$ cat src/rtl/id_issue_ctrl.sv
// Decode-stage issue controller: register scoreboard, mul/div wait, mispredict redirect.
// Optional IDCTRL_FWD_EN: source RAW stalls only on load-use against the load in EX.
module id_issue_ctrl #(
  parameter int NUM_REGS     = 32,
  parameter int CNT_W        = 2,
  parameter int FLUSH_CYCLES = 1
) (
  input  logic        clk,
  input  logic        rst_n,
  input  logic        id_valid,
  input  logic        id_r1_en,
  input  logic [4:0]  id_r1_addr,
  input  logic        id_r2_en,
  input  logic [4:0]  id_r2_addr,
  input  logic        id_rw_en,
  input  logic [4:0]  id_rw_addr,
  input  logic        id_is_muldiv,
  input  logic        id_predict_miss,
  input  logic [31:0] id_redirect_pc,
  input  logic        ex_ready,
  input  logic        wb_valid,
  input  logic [4:0]  wb_addr,
  input  logic        md_done,
`ifdef IDCTRL_FWD_EN
  input  logic        ex_ld_valid,
  input  logic [4:0]  ex_ld_addr,
`endif
  output logic        id_issue,
  output logic        id_stall,
  output logic        if_flush,
  output logic        redirect_valid,
  output logic [31:0] redirect_pc,
  output logic        sb_err
);

  // state    | meaning
  // RUN      | normal issue
  // MD_WAIT  | mul/div busy, issue blocked until cycle after md_done
  // REDIRECT | front end refilling after mispredict, issue blocked
  typedef enum logic [1:0] {RUN, MD_WAIT, REDIRECT} state_t;

  localparam logic [CNT_W-1:0] CNT_MAX = {CNT_W{1'b1}};

  state_t           state;
  logic [2:0]       flush_cnt;
  logic [CNT_W-1:0] cnt [NUM_REGS];

  logic src1_haz, src2_haz, waw_haz, hazard;
  logic inc, dec;

`ifdef IDCTRL_FWD_EN
  assign src1_haz = id_r1_en && id_r1_addr != 5'd0 && ex_ld_valid && id_r1_addr == ex_ld_addr;
  assign src2_haz = id_r2_en && id_r2_addr != 5'd0 && ex_ld_valid && id_r2_addr == ex_ld_addr;
`else
  assign src1_haz = id_r1_en && id_r1_addr != 5'd0 && cnt[id_r1_addr] != '0;
  assign src2_haz = id_r2_en && id_r2_addr != 5'd0 && cnt[id_r2_addr] != '0;
`endif
  assign waw_haz  = id_rw_en && id_rw_addr != 5'd0 && cnt[id_rw_addr] == CNT_MAX;
  assign hazard   = src1_haz || src2_haz || waw_haz;

  assign id_issue = id_valid && ex_ready && !hazard && state == RUN;
  assign id_stall = id_valid && !id_issue;

  assign inc = id_issue && id_rw_en && id_rw_addr != 5'd0;
  assign dec = wb_valid && wb_addr != 5'd0;

  // Counters never wrap upward: WAW saturation blocks issue at CNT_MAX.
  always_ff @(posedge clk or negedge rst_n) begin
    if (!rst_n) begin
      for (int i = 0; i < NUM_REGS; i++) cnt[i] <= '0;
      sb_err <= 1'b0;
    end else begin
      for (int i = 1; i < NUM_REGS; i++) begin
        if (inc && id_rw_addr == 5'(i) && !(dec && wb_addr == 5'(i))) begin
          cnt[i] <= cnt[i] + 1'b1;
        end else if (dec && wb_addr == 5'(i) && !(inc && id_rw_addr == 5'(i))) begin
          if (cnt[i] == '0) sb_err <= 1'b1;
          else              cnt[i] <= cnt[i] - 1'b1;
        end
      end
    end
  end

  always_ff @(posedge clk or negedge rst_n) begin
    if (!rst_n) begin
      state          <= RUN;
      flush_cnt      <= 3'd0;
      redirect_valid <= 1'b0;
      if_flush       <= 1'b0;
      redirect_pc    <= 32'd0;
    end else begin
      redirect_valid <= 1'b0;
      if_flush       <= 1'b0;
      case (state)
        RUN: begin
          if (id_issue && id_predict_miss) begin
            state          <= REDIRECT;
            flush_cnt      <= 3'(FLUSH_CYCLES - 1);
            redirect_valid <= 1'b1;
            if_flush       <= 1'b1;
            redirect_pc    <= id_redirect_pc;
          end else if (id_issue && id_is_muldiv) begin
            state <= MD_WAIT;
          end
        end
        REDIRECT: begin
          if (flush_cnt == 3'd0) state <= RUN;
          else                   flush_cnt <= flush_cnt - 3'd1;
        end
        MD_WAIT: begin
          if (md_done) state <= RUN;
        end
        default: state <= RUN;
      endcase
    end
  end

endmodule

$ cat config.mk
export PLATFORM = sky130hd
export DESIGN_NAME = id_issue_ctrl
export DESIGN_NICKNAME = d
export VERILOG_FILES = /design/src/rtl/id_issue_ctrl.sv
export SDC_FILE = /design/constraint.sdc
export NUM_CORES = 1
export LEC_CHECK = 0
export BUFFER_PORTS_ARGS = -buffer_cell sky130_fd_sc_hd__buf_2
export CAP_MARGIN = 20
export CORE_MARGIN = 2
export CORE_UTILIZATION = 35
export CTS_CLUSTER_SIZE = 16
export DETAILED_ROUTE_END_ITERATION = 8
export PLACE_DENSITY_LB_ADDON = 0.1
export SYNTH_ARGS = -nofsm -noshare
export SYNTH_HDL_FRONTEND = slang
export SYNTH_SLANG_ARGS = --single-unit
$ cat constraint.sdc
create_clock -name clk -period 4.75 [get_ports clk]
set_clock_uncertainty 0.2 [all_clocks]
set_input_delay 0.95 -clock clk [delete_from_list [all_inputs] [get_ports clk]]
set_output_delay 0.95 -clock clk [all_outputs]
set_load 0.02 [all_outputs]
==> out/qor.csv, run 1 <==
stage,metric,value,unit
global_routing,antenna violations before repair,0,
cts,clock root buffer,clkbuf_16,
final_layout,fillers,2237,
global_routing,global route total overflow,0,
timing,Worst-Margin Slew,0.838,ns
final_layout,antenna cells,0,
timing,Fin. Hold Viols,0,
worst_setup_path,worst endpoint required time,4.80,ns
timing,setup violators final,0,
timing,Fin Hold WS,0.244,ns
detailed_routing,drt wl/cell,17.0,um
yosys,mux share of post-synthesis cell area,7.28,%
floorplan,Core Footprint,21800,um2
cts,Post-CTS Hold Fix Bufs,0,
placement,routability cong.,0.962,
final_layout,P&R area growth vs syn,24.2,%
cts,H-tree depth,3,
floorplan,Die X,153,um
power,pwr dens,246,nW/um2
worst_setup_path,worst-path cell chain,"buf_6, nor4_2, nor4_1, a22o_1, o311ai_2, o41ai_1, or4b_4, buf_4, or4_4, ha_1, nor4b_1, nor4_1, buf_4, nand4_1, or3_1",
yosys,Post-synth EDFFs,0,
detailed_routing,DRT Pass-1 Iters,5,
cts,CTS tree,yes,
yosys,predominant post-synthesis flop cell,dfrtp_1,
detailed_routing,Starting DRT DRC Count,518,
timing,Slew HR,43.7,%
power,LEAKAGE,4.88,nW
placement,Port-buffer cells,99,
timing,RSZ-0062 raised after global routing,true,
floorplan,I/O pins,100,
yosys,post-synthesis register bit count,101,
timing,fmax,0.214,GHz
placement,placed wire-length estimate,19.2,mm
timing,Tcrit/Tclk final,98.2,%
yosys,Synth Cell Area,7740,um2
global_routing,vias in the first global route,6998,
floorplan,Vert. Die Dim,153,um
worst_setup_path,"Max stage delay cell, worst path",or4b_4,
final_layout,Nets,1247,
global_routing,first-pass GRT wire length,39.0,mm
final_layout,Register Area,2530,um2
yosys,synthesized net count,1065,
worst_setup_path,crit start category,input port,
yosys,dominant cells by area after synthesis,"dfrtp_1 (33%), ha_1 (10%), nand2_1 (7.7%)",
worst_setup_path,Top delay family on crit path,simple AND/OR/NAND/NOR gates,
floorplan,die area,23300,um2
final_layout,"non-filler cells, final",1405,
cts,cts bufs inserted,9,
timing,crit path time final,4.66,ns
detailed_routing,Routed Antenna Nets,0,
timing,Fin Setup TNS,0,ns
worst_setup_path,Worst Path Buf+Inv,3,
worst_setup_path,Worst path depth,15,
worst_setup_path,crit end category,register,
timing,"Slew Viols, Final",0,
worst_setup_path,"slowest stage delay, CP",0.54,ns
global_routing,Total GRT Usage,21.1,%
detailed_routing,vias per inst,5.13,
yosys,yosys warns,2,
yosys,Avg Inst Size Synth,8.25,um2
yosys,Compound-Gate Fraction of Synth Area,12.2,%
cts,Clock Pin Slew Worst Setup and Hold Paths,0.09,ns
yosys,Netlist cell types,54,
hold_path,Hold/Removal Path Class,reg -> reg,
yosys,largest family of logic cells by synthesized area,simple AND/OR/NAND/NOR gates,
yosys,post-synth top area cell,dfrtp_1,
flow_run,Max-Cap Viols,0,
worst_setup_path,R2R cell count,14,
power,Max IR drop VDD,0.134,mV
yosys,Synth Area in Simple Gates,32.4,%
floorplan,standard-cell rows,54,
detailed_routing,Routed WL,23.8,mm
detailed_routing,DRC violations left,0,
yosys,Mapped Cells,938,
hold_path,hold path cells,1,
cts,Clock Path Buffers,2,
cts,Post-CTS Setup Inserts,0,
power,post-layout power,2.36,mW
yosys,sequential area share after synthesis,32.7,%
yosys,post-synthesis xor/xnor area fraction,0,%
placement,Post-Place Cells,1389,
detailed_routing,DR vias,7203,
worst_setup_path,CP Data Arrival Time,4.71,ns
floorplan,initial core utilization,35.6,%
worst_setup_path,crit path max fanout,14,
final_layout,fin util,44.2,%
cts,CTS sink cnt,101,
yosys,Post-Synth Adder-Cell Area,10.3,%
status,result of the run,finished clean,
global_routing,largest net degree at the start of global routing,49,
final_layout,multi-input combinational cell area,4910,um2
final_layout,share of cells above drive strength 1,26.7,%
cts,Worst-Skew Late Latency,0.36,ns
worst_setup_path,Setup CP Type,in -> reg,
yosys,ys async rst share,100,%
yosys,area share of the largest cell type after synthesis,32.7,%
[cells in the mapped netlist, types with 2 or more instances]
library cell,number
nand4_1,3
nand3_1,26
a211oi_1,3
a21oi_1,7
or4_1,5
mux2_2,34
nand2_1,159
nor2b_1,72
or2_2,7
nor3b_1,35
and4_1,2
inv_2,10
nor3_1,10
inv_1,55
ha_1,64
buf_6,3
nor2_1,91
a2111oi_0,2
a221oi_1,2
buf_2,13
or2_1,4
mux4_2,8
a311oi_1,5
or3_1,3
o211ai_1,14
or4_4,11
clkbuf_1,11
o21ai_0,110
nand3b_1,5
nor4b_1,20
and2_1,4
a31oi_1,4
a211o_1,3
nand2b_1,6
dfrtp_1,101
nor4_1,7
a32o_1,2
[final timing paths]
kind | startpoint | end | slack, ns
worst min-delay path | state[1] | state[0] | 0.24
worst max register to register | cnt[4] | sb_err | 0.30
min in group asynchronous | rst_n | cnt[46] | 0.40
worst max-delay path | id_r1_addr[0] | sb_err | 0.09
worst min register to register | state[1] | state[0] | 0.24
max in group asynchronous | rst_n | cnt[9] | 3.10
[worst reg2reg max path, stage by stage (launching register included)]
cell and delay, ns:
dfrtp_1 0.43, nor2_1 0.29, o21ai_0 0.14, mux4_2 0.49
a21oi_1 0.16, a211oi_1 0.10, or4b_4 0.55, buf_4 0.20
or4_4 0.51, ha_1 0.22, nor4b_1 0.14, nor4_1 0.35
buf_4 0.18, nand4_1 0.07, or3_1 0.31
[cell usage in the layout, fill, tap and decap left out, drive strengths merged, types with 4 or more instances in the layout]
cell type / Yosys / final
nor2b: 72 / 72
mux2: 34 / 34
nor3b: 35 / 35
mux4: 8 / 8
nor4b: 21 / 21
nor3: 10 / 10
nor2: 91 / 91
or2: 11 / 11
a21oi: 7 / 7
dfrtp: 101 / 101
nand2b: 6 / 6
o211ai: 14 / 14
ha: 64 / 64
or4: 16 / 16
a311oi: 5 / 5
o21ai: 110 / 110
nand2: 159 / 159
buf: 17 / 199
a31oi: 4 / 4
and2: 4 / 4
nand3b: 5 / 5
clkbuf: 11 / 9
nor4: 8 / 8
inv: 65 / 69
nand3: 26 / 26
[state kept, by name, summed over array words and instances (netlist names)]
| register | flops |
|---|---|
| redirect_pc | 32 |
| sb_err | 1 |
| state | 2 |
| cnt | 62 |
| flush_cnt | 3 |
| redirect_valid | 1 |
[layer usage]
metal  global-route usage [%]  up-vias  wire [um]
met5                        0        -          0
met1                     29.9     3431      11700
li1                         -     3614          -
met3                     2.76       24        889
met2                     34.3      134      10900
met4                     4.98        0        365
[area by class of cell]
cell class                      instances  area share (%)
Tap cell                              280            3.65
Clock inverter                          7           0.898
Timing Repair Buffer                  199            13.2
Multi-Input combinational cell        744            51.1
Sequential cell                       101            26.3
Clock buffer                            9            2.34
Inverter                               65            2.54
[cells by family (layout without fill, tap and decap cells)]
family | Yosys count | count (layout)
simple gates | 476 | 476
compound gates | 162 | 162
flops | 101 | 101
buf+inv | 93 | 280
fa+ha+maj | 64 | 64
mux | 42 | 42
[per-stage QoR]
step	setup slack, ns	cell area [um2]
global placement	-0.463	9200
global route	-0.0478	9610
floorplan	0.0719	7740
detailed placement	-0.564	9200
finish	0.0854	9610
CTS	0.00670	9530
[power breakdown]
part	leakage (nW)	switching (mW)	internal [mW]
logic	3.40	0.342	0.241
clock network	0.151	0.396	0.379
registers	1.34	0.0426	0.962
total	4.88	0.780	1.58
[timing repair]
action                                  in CTS  in global routing
endpoints found under the hold margin        0                  0
pin swaps                                    2                  1
endpoints found under the setup margin       1                  2
resized for setup                            2                 15
Note: power is estimated with default switching activity, not from simulation.
==> run 2: changes to the inputs <==
CORE_UTILIZATION = 43   (was 35)
==> out/qor.csv, run 2 (synthesis gave the netlist of run 1 again) <==
stage,metric,value,unit,change
cts,CTS tree,yes,,
final_layout,fillers,1705,,-24%
worst_setup_path,r2r startpoint,cnt[8],,
detailed_routing,DR vias,7244,,+0.57%
power,LEAKAGE,4.81,nW,-1.5%
cts,cts bufs inserted,9,,unchanged
placement,Placement Cell Area,9040,um2,-1.8%
detailed_routing,Starting DRT DRC Count,568,,+9.7%
flow_run,Max-Cap Viols,0,,unchanged
timing,Worst-Margin Slew,0.914,ns,+0.0760 ns
detailed_routing,DRC violations left,0,,unchanged
cts,clock root buffer,clkbuf_16,,
hold_path,hold path cells,1,,unchanged
final_layout,P&R area growth vs syn,21.7,%,
timing,"Slew Viols, Final",0,,unchanged
global_routing,vias in the first global route,6798,,-2.9%
timing,fmax,0.214,GHz,-0.35%
placement,Port-buffer cells,99,,unchanged
placement,placed wire-length estimate,17.9,mm,-6.8%
worst_setup_path,"Max stage delay cell, worst path",or4b_4,,
cts,Worst-Skew Late Latency,0.37,ns,about the same
final_layout,"Most flops, register",cnt,,
detailed_routing,Routed Antenna Nets,0,,unchanged
worst_setup_path,Top delay family on crit path,simple AND/OR/NAND/NOR gates,,
timing,Slew HR,39.1,%,-4.6 points
final_layout,"most common cell after layout, fill and taps aside",nand2_1,,
power,Max IR drop VDD,0.219,mV,+63%
final_layout,Largest regs,"cnt x62, redirect_pc x32, flush_cnt x3",,
final_layout,max reg flops,62,,unchanged
hold_path,worst min-delay path endpoint,state[0],,
final_layout,antenna cells,0,,unchanged
timing,PnR worst setup slack,0.0692,ns,-0.0162 ns
worst_setup_path,R2R Path End,sb_err,,
placement,pre-CTS WS,-0.524,ns,+0.0397 ns
worst_setup_path,R2R cell count,15,,+1
status,result of the run,finished clean,,
placement,routability cong.,0.984,,+2.3%
detailed_routing,vias per inst,5.41,,+5.5%
worst_setup_path,Worst Path Buf+Inv,5,,+2
worst_setup_path,worst-path cell chain,"clkbuf_4, buf_4, nor4b_4, nor4_1, a22o_1, o311ai_2, o41ai_2, or4b_4, buf_12, or2_2, buf_4, nor2_1, ha_1, inv_1, a311oi_2, nand4_1, or3_1",,
detailed_routing,Routed WL,22.7,mm,-4.7%
cts,CTS sink cnt,101,,unchanged
final_layout,"commonest cells after routing, fill and taps aside","nand2_1 (158), o21ai_0 (110), dfrtp_1 (101)",,
final_layout,share of cells above drive strength 1,25.7,%,-0.99 points
timing,setup violators final,0,,unchanged
global_routing,global route total overflow,0,,unchanged
worst_setup_path,crit end category,register,,
worst_setup_path,CP Data Arrival Time,4.73,ns,+0.02 ns
detailed_routing,drt wl/cell,17.0,um,about the same
final_layout,final instance area,9420,um2,-2.0%
global_routing,Total GRT Usage,23.8,%,+2.7 points
final_layout,fin util,53.0,%,+8.8 points
worst_setup_path,"slowest stage delay, CP",0.54,ns,about the same
floorplan,I/O pins,100,,unchanged
global_routing,first-pass GRT wire length,36.3,mm,-6.9%
worst_setup_path,"most used cell, CP",buf_4,,
global_routing,largest net degree at the start of global routing,73,,+49%
hold_path,Hold/Removal Path Class,reg -> reg,,
timing,crit path time final,4.68,ns,+0.0162 ns
floorplan,standard-cell rows,49,,-9.3%
timing,RSZ-0062 raised after global routing,true,,
floorplan,Die X,138,um,-9.5%
detailed_routing,DRT Pass-1 Iters,7,,+2
cts,Post-CTS Hold Fix Bufs,0,,unchanged
cts,Clock Pin Slew Worst Setup and Hold Paths,0.08,ns,about the same
worst_setup_path,crit path max fanout,11,,-3
floorplan,Core Footprint,17800,um2,-18%
worst_setup_path,flop2flop setup slack,0.35,ns,+0.05 ns
cts,H-tree depth,3,,unchanged
final_layout,Nets,1232,,-1.2%
floorplan,die area,19100,um2,-18%
cts,Post-CTS Setup Inserts,0,,unchanged
floorplan,initial core utilization,43.5,%,+8.0 points
hold_path,hold path startpoint,state[1],,
cts,Clock Path Buffers,2,,unchanged
global_routing,antenna violations before repair,0,,unchanged
power,pwr dens,251,nW/um2,+2.1%
worst_setup_path,crit start category,input port,,
floorplan,Vert. Die Dim,138,um,-9.5%
timing,Fin. Hold Viols,0,,unchanged
worst_setup_path,Setup CP Type,in -> reg,,
timing,Tcrit/Tclk final,98.5,%,+0.34 points
worst_setup_path,worst endpoint required time,4.80,ns,about the same
[run 2: cell types whose count changed in the layout (fill, tap and decap cells not counted), sizes merged]
cell,previous run,this run
clkbuf,9,11
clkinvlp,0,1
buf,199,182
clkinv,3,2
[run 2: how the worst max path moves through the flow]
stage          cells past startpoint     startpoint  endpoint
4_1_cts                           15  id_r1_addr[0]    sb_err
6_report                          17  id_r1_addr[0]    sb_err
3_3_place_gp                      14  id_r1_addr[0]    sb_err
3_5_place_dp                      15  id_r1_addr[0]    sb_err
2_1_floorplan                     16  id_r1_addr[0]    sb_err
5_1_grt                           16  id_r1_addr[0]    sb_err
[run 2: where the power goes]
| part | switching [mW] | leakage, nW | internal [mW] |
|---|---|---|---|
| Clock | 0.393 | 0.147 | 0.379 |
| Combinational | 0.346 | 3.33 | 0.240 |
| Sequential | 0.0439 | 1.34 | 0.962 |
[run 2: repair_timing]
| item | in CTS | in global routing |
|---|---|---|
| setup endpoints to repair | 1 | 1 |
| gates resized for setup | 1 | 16 |
| pin swaps | 0 | 6 |
[run 2: layout make-up]
class                           instances  area [um2]  area share [%]
Clock inverter                          7        85.1           0.903
Tap cell                              229         287            3.04
Clock buffer                            9         225            2.39
Timing Repair Buffer                  184        1170            12.5
Multi-Input combinational cell        744        4880            51.8
Inverter                               65         244            2.59
Sequential cell                       101        2530            26.8
[run 2: worst reg2reg max path, delay by kind of cell (launching register included)]
family          cells  cell delay (ns)
compound gates      4             0.71
fa+ha+maj           1             0.19
buf+inv             3             0.37
flops               1             0.46
mux                 1             0.49
simple gates        6             1.88
[run 2: layer usage]
layer	track usage, %	routed length (um)
met1	34.4	10700
met2	35.6	9750
met3	5.09	1660
met4	7.79	585
met5	0	0
[run 2: per-stage QoR]
step | total power [mW] | TNS [ns] | instances | hold slack [ns]
3_5_place_dp | 1.61 | -0.524 | 1323 | 0.238
5_1_grt | 2.47 | -0.0611 | 1339 | 0.276
3_3_place_gp | 1.59 | -0.486 | 1323 | 0.236
6_report | 2.36 | 0 | 1339 | 0.237
2_1_floorplan | 1.36 | 0 | 938 | 0.214
4_1_cts | 2.39 | 0 | 1339 | 0.237
